File: src/rtl/imem_loader.sv
`default_nettype none
// ============================================================================
// Module   : imem_loader
// Brief    : Packs a little-endian byte stream into 32-bit words and writes
//            them to instruction memory, holding the CPU until loading is done.
// Revision : 1.0 - initial release
// ============================================================================
module imem_loader #(
    parameter int DEPTH  = 32,
    parameter int WORD_W = 32
) (
    input  logic                     clk,
    input  logic                     rst,
    input  logic                     start,
    input  logic [$clog2(DEPTH):0]   load_len,
    input  logic                     in_valid,
    input  logic [7:0]               in_data,
    output logic                     in_ready,
    output logic                     imem_we,
    output logic [63:0]              imem_waddr,
    output logic [WORD_W-1:0]        imem_wdata,
    output logic                     busy,
    output logic                     done,
    output logic                     cpu_hold,
    output logic [$clog2(DEPTH):0]   words_written
);

    localparam int c_AW = $clog2(DEPTH);
    localparam logic [c_AW:0] c_DEPTH_LEN = (c_AW+1)'(DEPTH);

    localparam logic [1:0] c_IDLE  = 2'd0;
    localparam logic [1:0] c_LOAD  = 2'd1;
    localparam logic [1:0] c_WRITE = 2'd2;
    localparam logic [1:0] c_DONE  = 2'd3;

    logic [1:0]        r_state;
    logic [1:0]        r_byte_cnt;
    logic [WORD_W-1:0] r_wdata;
    logic [c_AW-1:0]   r_waddr;
    logic [c_AW:0]     r_words_written;
    logic [c_AW:0]     r_len;

    logic [c_AW:0]     w_eff_len;
    logic [c_AW:0]     w_ww_next;

    assign w_eff_len = (load_len > c_DEPTH_LEN) ? c_DEPTH_LEN : load_len;
    assign w_ww_next = r_words_written + (c_AW+1)'(1);

    always_ff @(posedge clk) begin
        if (rst) begin
            r_state         <= c_IDLE;
            r_byte_cnt      <= 2'd0;
            r_wdata         <= '0;
            r_waddr         <= '0;
            r_words_written <= '0;
            r_len           <= '0;
        end else begin
            case (r_state)
                c_IDLE, c_DONE: begin
                    if (start) begin
                        r_len           <= w_eff_len;
                        r_words_written <= '0;
                        r_byte_cnt      <= 2'd0;
                        r_wdata         <= '0;
                        r_waddr         <= '0;
                        r_state         <= (w_eff_len == '0) ? c_DONE : c_LOAD;
                    end
                end
                c_LOAD: begin
                    if (in_valid) begin
                        r_wdata[{r_byte_cnt, 3'b000} +: 8] <= in_data;
                        r_byte_cnt <= r_byte_cnt + 2'd1;
                        // Address is latched here so it stays stable through the write pulse
                        if (r_byte_cnt == 2'd3) begin
                            r_waddr <= r_words_written[c_AW-1:0];
                            r_state <= c_WRITE;
                        end
                    end
                end
                c_WRITE: begin
                    r_words_written <= w_ww_next;
                    r_state         <= (w_ww_next == r_len) ? c_DONE : c_LOAD;
                end
                default: r_state <= c_IDLE;
            endcase
        end
    end

    assign in_ready      = (r_state == c_LOAD);
    assign imem_we       = (r_state == c_WRITE);
    assign busy          = (r_state == c_LOAD) || (r_state == c_WRITE);
    assign done          = (r_state == c_DONE);
    assign cpu_hold      = (r_state != c_DONE);
    assign imem_waddr    = {{(64-c_AW){1'b0}}, r_waddr};
    assign imem_wdata    = r_wdata;
    assign words_written = r_words_written;

endmodule
`default_nettype wire

File: config.mk
export PLATFORM = sky130hd
export DESIGN_NAME = imem_loader
export DESIGN_NICKNAME = d
export VERILOG_FILES = /design/src/rtl/imem_loader.sv
export SDC_FILE = /design/constraint.sdc
export NUM_CORES = 1
export LEC_CHECK = 0
export ABC_AREA = 1
export CELL_PAD_IN_SITES_DETAIL_PLACEMENT = 1
export CELL_PAD_IN_SITES_GLOBAL_PLACEMENT = 1
export CORE_UTILIZATION = 25
export DETAILED_ROUTE_END_ITERATION = 8
export DONT_BUFFER_PORTS = 1
export PLACE_DENSITY_LB_ADDON = 0.1
export RECOVER_POWER = 50
export SLEW_MARGIN = 10
export SYNTH_ARGS = -nofsm -noshare
export SYNTH_HDL_FRONTEND = slang
export SYNTH_SLANG_ARGS = --single-unit
File: constraint.sdc
create_clock -name clk -period 2.6 [get_ports clk]
set_input_delay 0.78 -clock clk [delete_from_list [all_inputs] [get_ports clk]]
set_output_delay 0.78 -clock clk [all_outputs]
set_load 0.01 [all_outputs]
### Word-level counts from Yosys, hierarchy flattened

Index checks and enable logic that the tools add are counted.

* add/sub/neg operators: 3
* $lt $le $gt $ge: 1
* equality and inequality tests: 9
* shift operators: 2
* mux-type cells: 20
* reductions and logical operators: 11

Operators by type and width (count)
* $mux W32: 2
* $pmux W32 S2: 1
* $bwmux W32: 1
* $shift A8 B7 Y32 const A: 1
* $shiftx A8 B7 Y32: 1
* $mux W5: 3
* $mux W2: 7
* $mux W6: 2
* $pmux W6 S2: 1
* $pmux W5 S2: 1
* $neg A5 Y7: 1
* $add A6 B1 Y6 const B: 1
* $eq A2 B2 Y1 const B: 3
* $eq A6 B6 Y1: 1
* $gt A6 B6 Y1 const B: 1
* $logic_not A6 Y1: 1
* $ne A2 B2 Y1 const B: 3
* $pmux W2 S3: 1
* $reduce_and A3 Y1: 2
* $pmux W2 S2: 1
* $reduce_and A2 Y1: 2
* $reduce_and A4 Y1: 1
* $reduce_bool A2 Y1: 2
* $add A2 B1 Y2 const B: 1
* other kinds (5): 5

* flip-flop bits (word level): 53
* bits of input ports: 18
* logic and storage cells: 52

### Logic depth before layout (Yosys ltp)

* depth after elaboration: 6
* depth in mapped cells: 12
* depth with buffers taken out: 12

### Worst setup path before layout

OpenSTA, ideal clock, no wires.

* path kind: register -> register
* start point: register r_byte_cnt[0]
* end point: register r_wdata[3], in the netlist imem_wdata[3]
* setup time: 71 ps
* data arrival time: 1860 ps
* data required time: 2529 ps
* setup slack: 670 ps
* cell stages (with the launch flop): 7
* path buffers: 1
* clock period less this slack: 1930 ps
* path through: dfxtp_1 -> clkbuf_1 -> inv_1 -> ha_1 -> nor4_2 -> nand4_1 -> a21oi_1

* word-level cells in the longest chain between the ends: 5
* elaborated cells on any way between the ends: 6
* classes of those cells: add/sub (1); shift (2); mux (3)

RTL lines
* start: declaration: line 37 `logic [1:0] r_byte_cnt;`
* start signal: assignment: line 72 `r_byte_cnt <= r_byte_cnt + 2'd1;`
* $neg A5 Y7 *: line 71 `r_wdata[{r_byte_cnt, 3'b000} +: 8] <= in_data;`
* $shiftx A8 B7 Y32 or $shift A8 B7 Y32 (tied branches): line 71
* $bwmux W32 *: line 71
* $mux W32 *: line 70 `if (in_valid) begin`
* $pmux W32 S2 *: line 58 `case (r_state)`
* end signal: indexed assignment: line 71
* end: declaration: line 38 `logic [WORD_W-1:0] r_wdata;`

Every way passes the cells marked *; elsewhere a longest branch is shown, timed or not. The select of a mux whose other input is x is not followed.
A chain may end at the register's enable or synchronous reset.

### Worst setup path in the final report

* start point: register r_state[0]
* end point: register r_wdata[22], in the netlist imem_wdata[22]

* word-level cells in the longest chain between the ends: 4
* elaborated cells on any way between the ends: 9
* classes of those cells: eq/ne (4); mux (1); reduce/logical (4)

RTL lines
* start: declaration: line 36 `logic [1:0] r_state;`
* start signal: assignment: line 51 `r_state <= c_IDLE;`
* start signal: assignment: line 66 `r_state <= (w_eff_len == '0) ? c_DONE : c_LOAD;`
* start signal: assignment: line 76 `r_state <= c_WRITE;`
* $eq A2 B2 Y1 or $logic_not A2 Y1 (tied branches): line 58
* $reduce_or A2 Y1: line 58
* $ne A2 B2 Y1 (no source line) or $reduce_bool A2 Y1 (tied branches)
* $reduce_and A3 Y1 (no source line)

Parallel ways exist; a longest one is shown, timed or not.

==> qor.csv <==
stage,metric,value,unit
run_status,status,"finished, final reports clean",
power_and_ir_drop,Final Power,0.00290,W
route,routed len/inst,14.4,um
clock_network,Post-CTS Hold Buffers,0,
route,Vias/cell,4.38,
yosys,ys async rst share,0,%
die,Die Area,12200,sq um
timing,Slew HR,56.1,%
setup_path,R2R depth,10,
timing,clock skew,0.00817,ns
grt,initial antenna violation count,1,
grt,vias in the first global route,2297,
min_path,HP Class,reg -> reg,
placement,Inst Count DP,533,
grt,met1 GRT Util,14.9,%
clock_network,clock tree sinks,53,
clock_network,cts repair resizes,0,
yosys,Synth cell types,28,
clock_network,CTS H-tree lvls,2,
yosys,Post-synth EDFFs,0,
yosys,multiplexer share of the synthesized area,0,%
yosys,register area share after synthesis,36.0,%
finish,most frequent cells in the layout,"nand2_1, conb_1, dfxtp_1",
setup_path,CP max FO,16,
yosys,Synth Area per Inst,7.37,sq um
grt,grt met3 use,4.61,%
setup_path,CP endpoint kind,register,
route,Final ANT Viol Nets,0,
clock_network,clk buf depth,2,
clock_network,clock transition at the registers of the reported paths,0.07,ns
grt,Overflow after GRT,0,
timing,min Tclk post-route,2.17,ns
grt,met2 Use GR,22.6,%
die,I/O pins,125,
finish,fin cells,541,
finish,area of the multi-input gates,1480,sq um
finish,share of cells above drive strength 1,5.03,%
yosys,#FFs+latches synth,53,
yosys,XOR/XNOR share of the synthesized area,0.297,%
power_and_ir_drop,worst vdd ir,0.349,mV
die,FP Rows,39,
timing,Worst Tran Pin Value,0.658,ns
min_path,WHS Path Cells,2,
yosys,post-synthesis simple-gate area fraction,23.7,%
grt,GR Util All Layers,13.0,%
power_and_ir_drop,Pleak,1.24,nW
route,drt first pass iters,4,
route,drt drc,0,
setup_path,Critical Path Source,r_state[0],
setup_path,reg2reg end,imem_wdata[22],
timing,Final setup viols,0,
die,die width,111,um
setup_path,Crit Path Class,reg -> reg,
finish,synthesis-to-finish area growth,2.89,%
yosys,cell count after synthesis,400,
power_and_ir_drop,Pwr Density,955,nW/um^2
die,Core ar.,11500,sq um
timing,Final period util,83.3,%
timing,RSZ-0062 raised after global routing,false,
finish,n_diodes,0,
setup_path,Worst EP arrival,2.40,ns
route,Vias,2371,
route,final WL,7.81,mm
finish,final core occ,26.5,%
yosys,compound-gate portion of the synthesized area,14.7,%
placement,Routability Congestion,0.666,
timing,Slew Limit Fails,0,
finish,FF+latch area,1060,sq um
grt,first-pass GRT wire length,12.6,mm
setup_path,Startpoint Class,register,
yosys,mapped cell area,2950,sq um
setup_path,worst setup path end,imem_wdata[22],
yosys,top_reg_cell synth,dfxtp_1,
setup_path,R2R setup slack,0.43,ns
yosys,Synth warnings,0,
route,first-iteration detailed-routing DRC count,64,
yosys,main combinational cell family by area after synthesis,simple AND/OR/NAND/NOR gates,
clock_network,setup bufs post-CTS,0,
timing,Max Freq,462,MHz
clock_network,Root Buffer,clkbuf_16,
timing,"Hold Violations, Final",0,
setup_path,Reg-to-Reg Start,r_state[0],
yosys,Synth Area in Adders,3.82,%
placement,port buffer count,0,
die,Initial Util,25.7,%
finish,Nets,424,
timing,post-route setup TNS,0,ns
die,DIE HEIGHT,111,um
setup_path,Critical Path RT,2.83,ns
placement,dpl hpwl,5.98,mm
flow_run,Max-Cap Viols,0,
finish,Layout fillers,1432,
grt,pin count of the biggest net entering global routing,42,
finish,"commonest non-fill, non-tap cell in the layout",nand2_1,
grt,Top Usage Layer GRT,met2,
clock_network,Skew-Pair Late Insertion Delay,0.30,ns
clock_network,CTS Buf Count,5,
clock_network,CTS tree,done,
[cell type report]
| type | instances | area share [%] |
|---|---|---|
| Clock buffer | 6 | 4.25 |
| Clock inverter | 2 | 1.28 |
| Inverter | 33 | 4.08 |
| Multi-Input combinational cell | 300 | 48.7 |
| Sequential cell | 53 | 35.0 |
| Tap cell | 143 | 5.90 |
| Timing Repair Buffer | 4 | 0.866 |
[how the worst min path moves through the flow]
stage                  start       endpoint  slack (ns)
3_5_place_dp        r_len[2]       r_len[2]        0.48
6_report            r_len[3]       r_len[3]        0.49
2_1_floorplan       r_len[3]       r_len[3]        0.46
3_3_place_gp        r_len[3]       r_len[3]        0.48
5_1_grt        imem_wdata[8]  imem_wdata[8]        0.52
4_1_cts             r_len[2]       r_len[2]        0.49
[registers in the layout (all words and copies together) (netlist names)]
register and count:
imem_wdata 32, r_byte_cnt 2, r_len 6, r_state 2, r_waddr 5, words_written 6
[metal layers]
metal  part of all wire (%)  up-vias
met2                     50       57
met1                     42     1118
met3                    6.8        9
met5                   0.17        -
met4                    1.1        2
li1                       -     1185
[report_power, final]
group	total (W)	internal, W	switching, W
clock	0.000768	0.000457	0.000311
sequential	0.00105	0.000921	0.000124
combinational	0.00108	0.000328	0.000757
[through the flow]
| stage | cell area [sq um] | hold slack [ns] | setup slack [ns] |
|---|---|---|---|
| after floorplan | 3170 | 0.458 | 0.670 |
| after global placement | 2870 | 0.475 | 0.466 |
| after detailed placement | 2870 | 0.478 | 0.410 |
| after CTS | 3040 | 0.489 | 0.398 |
| after global routing | 3030 | 0.517 | 0.185 |
| final | 3030 | 0.489 | 0.434 |
[cells in the mapped netlist, types with 2 or more instances]
master / n / area share [%]
nand2_1: 81 / 10
buf_4: 60 / 15
dfxtp_1: 53 / 36
a21oi_1: 46 / 7.8
inv_1: 31 / 3.9
nor2_1: 25 / 3.2
nand3_1: 17 / 2.9
o21ai_0: 17 / 2.9
nand4_1: 12 / 2.5
clkbuf_1: 9 / 1.1
ha_1: 9 / 3.8
nor3_1: 8 / 1.4
nand3b_1: 7 / 1.8
o211a_1: 7 / 2.4
buf_2: 2 / 0.34
inv_2: 2 / 0.25
nand2_2: 2 / 0.42
o21ai_2: 2 / 0.59
[logic make-up (layout without fill, tap and decap cells)]
logic type	after synthesis	count (layout)
flops	53	53
other cells	1	59
simple gates	156	156
fa+ha+maj	9	9
compound gates	75	75
xor+xnor	1	1
buf+inv	105	45
[critical path, stage by stage, from the launching register on]
cell and delay (ns):
dfxtp_1 0.38, inv_1 0.07, ha_1 0.34, inv_1 0.18, or2_2 0.15, nand2_2 0.07
nor2_4 0.17, buf_4 0.21, o21ai_2 0.19, nand3b_1 0.23, a21oi_1 0.13
Note: power is estimated with default switching activity, not from simulation.
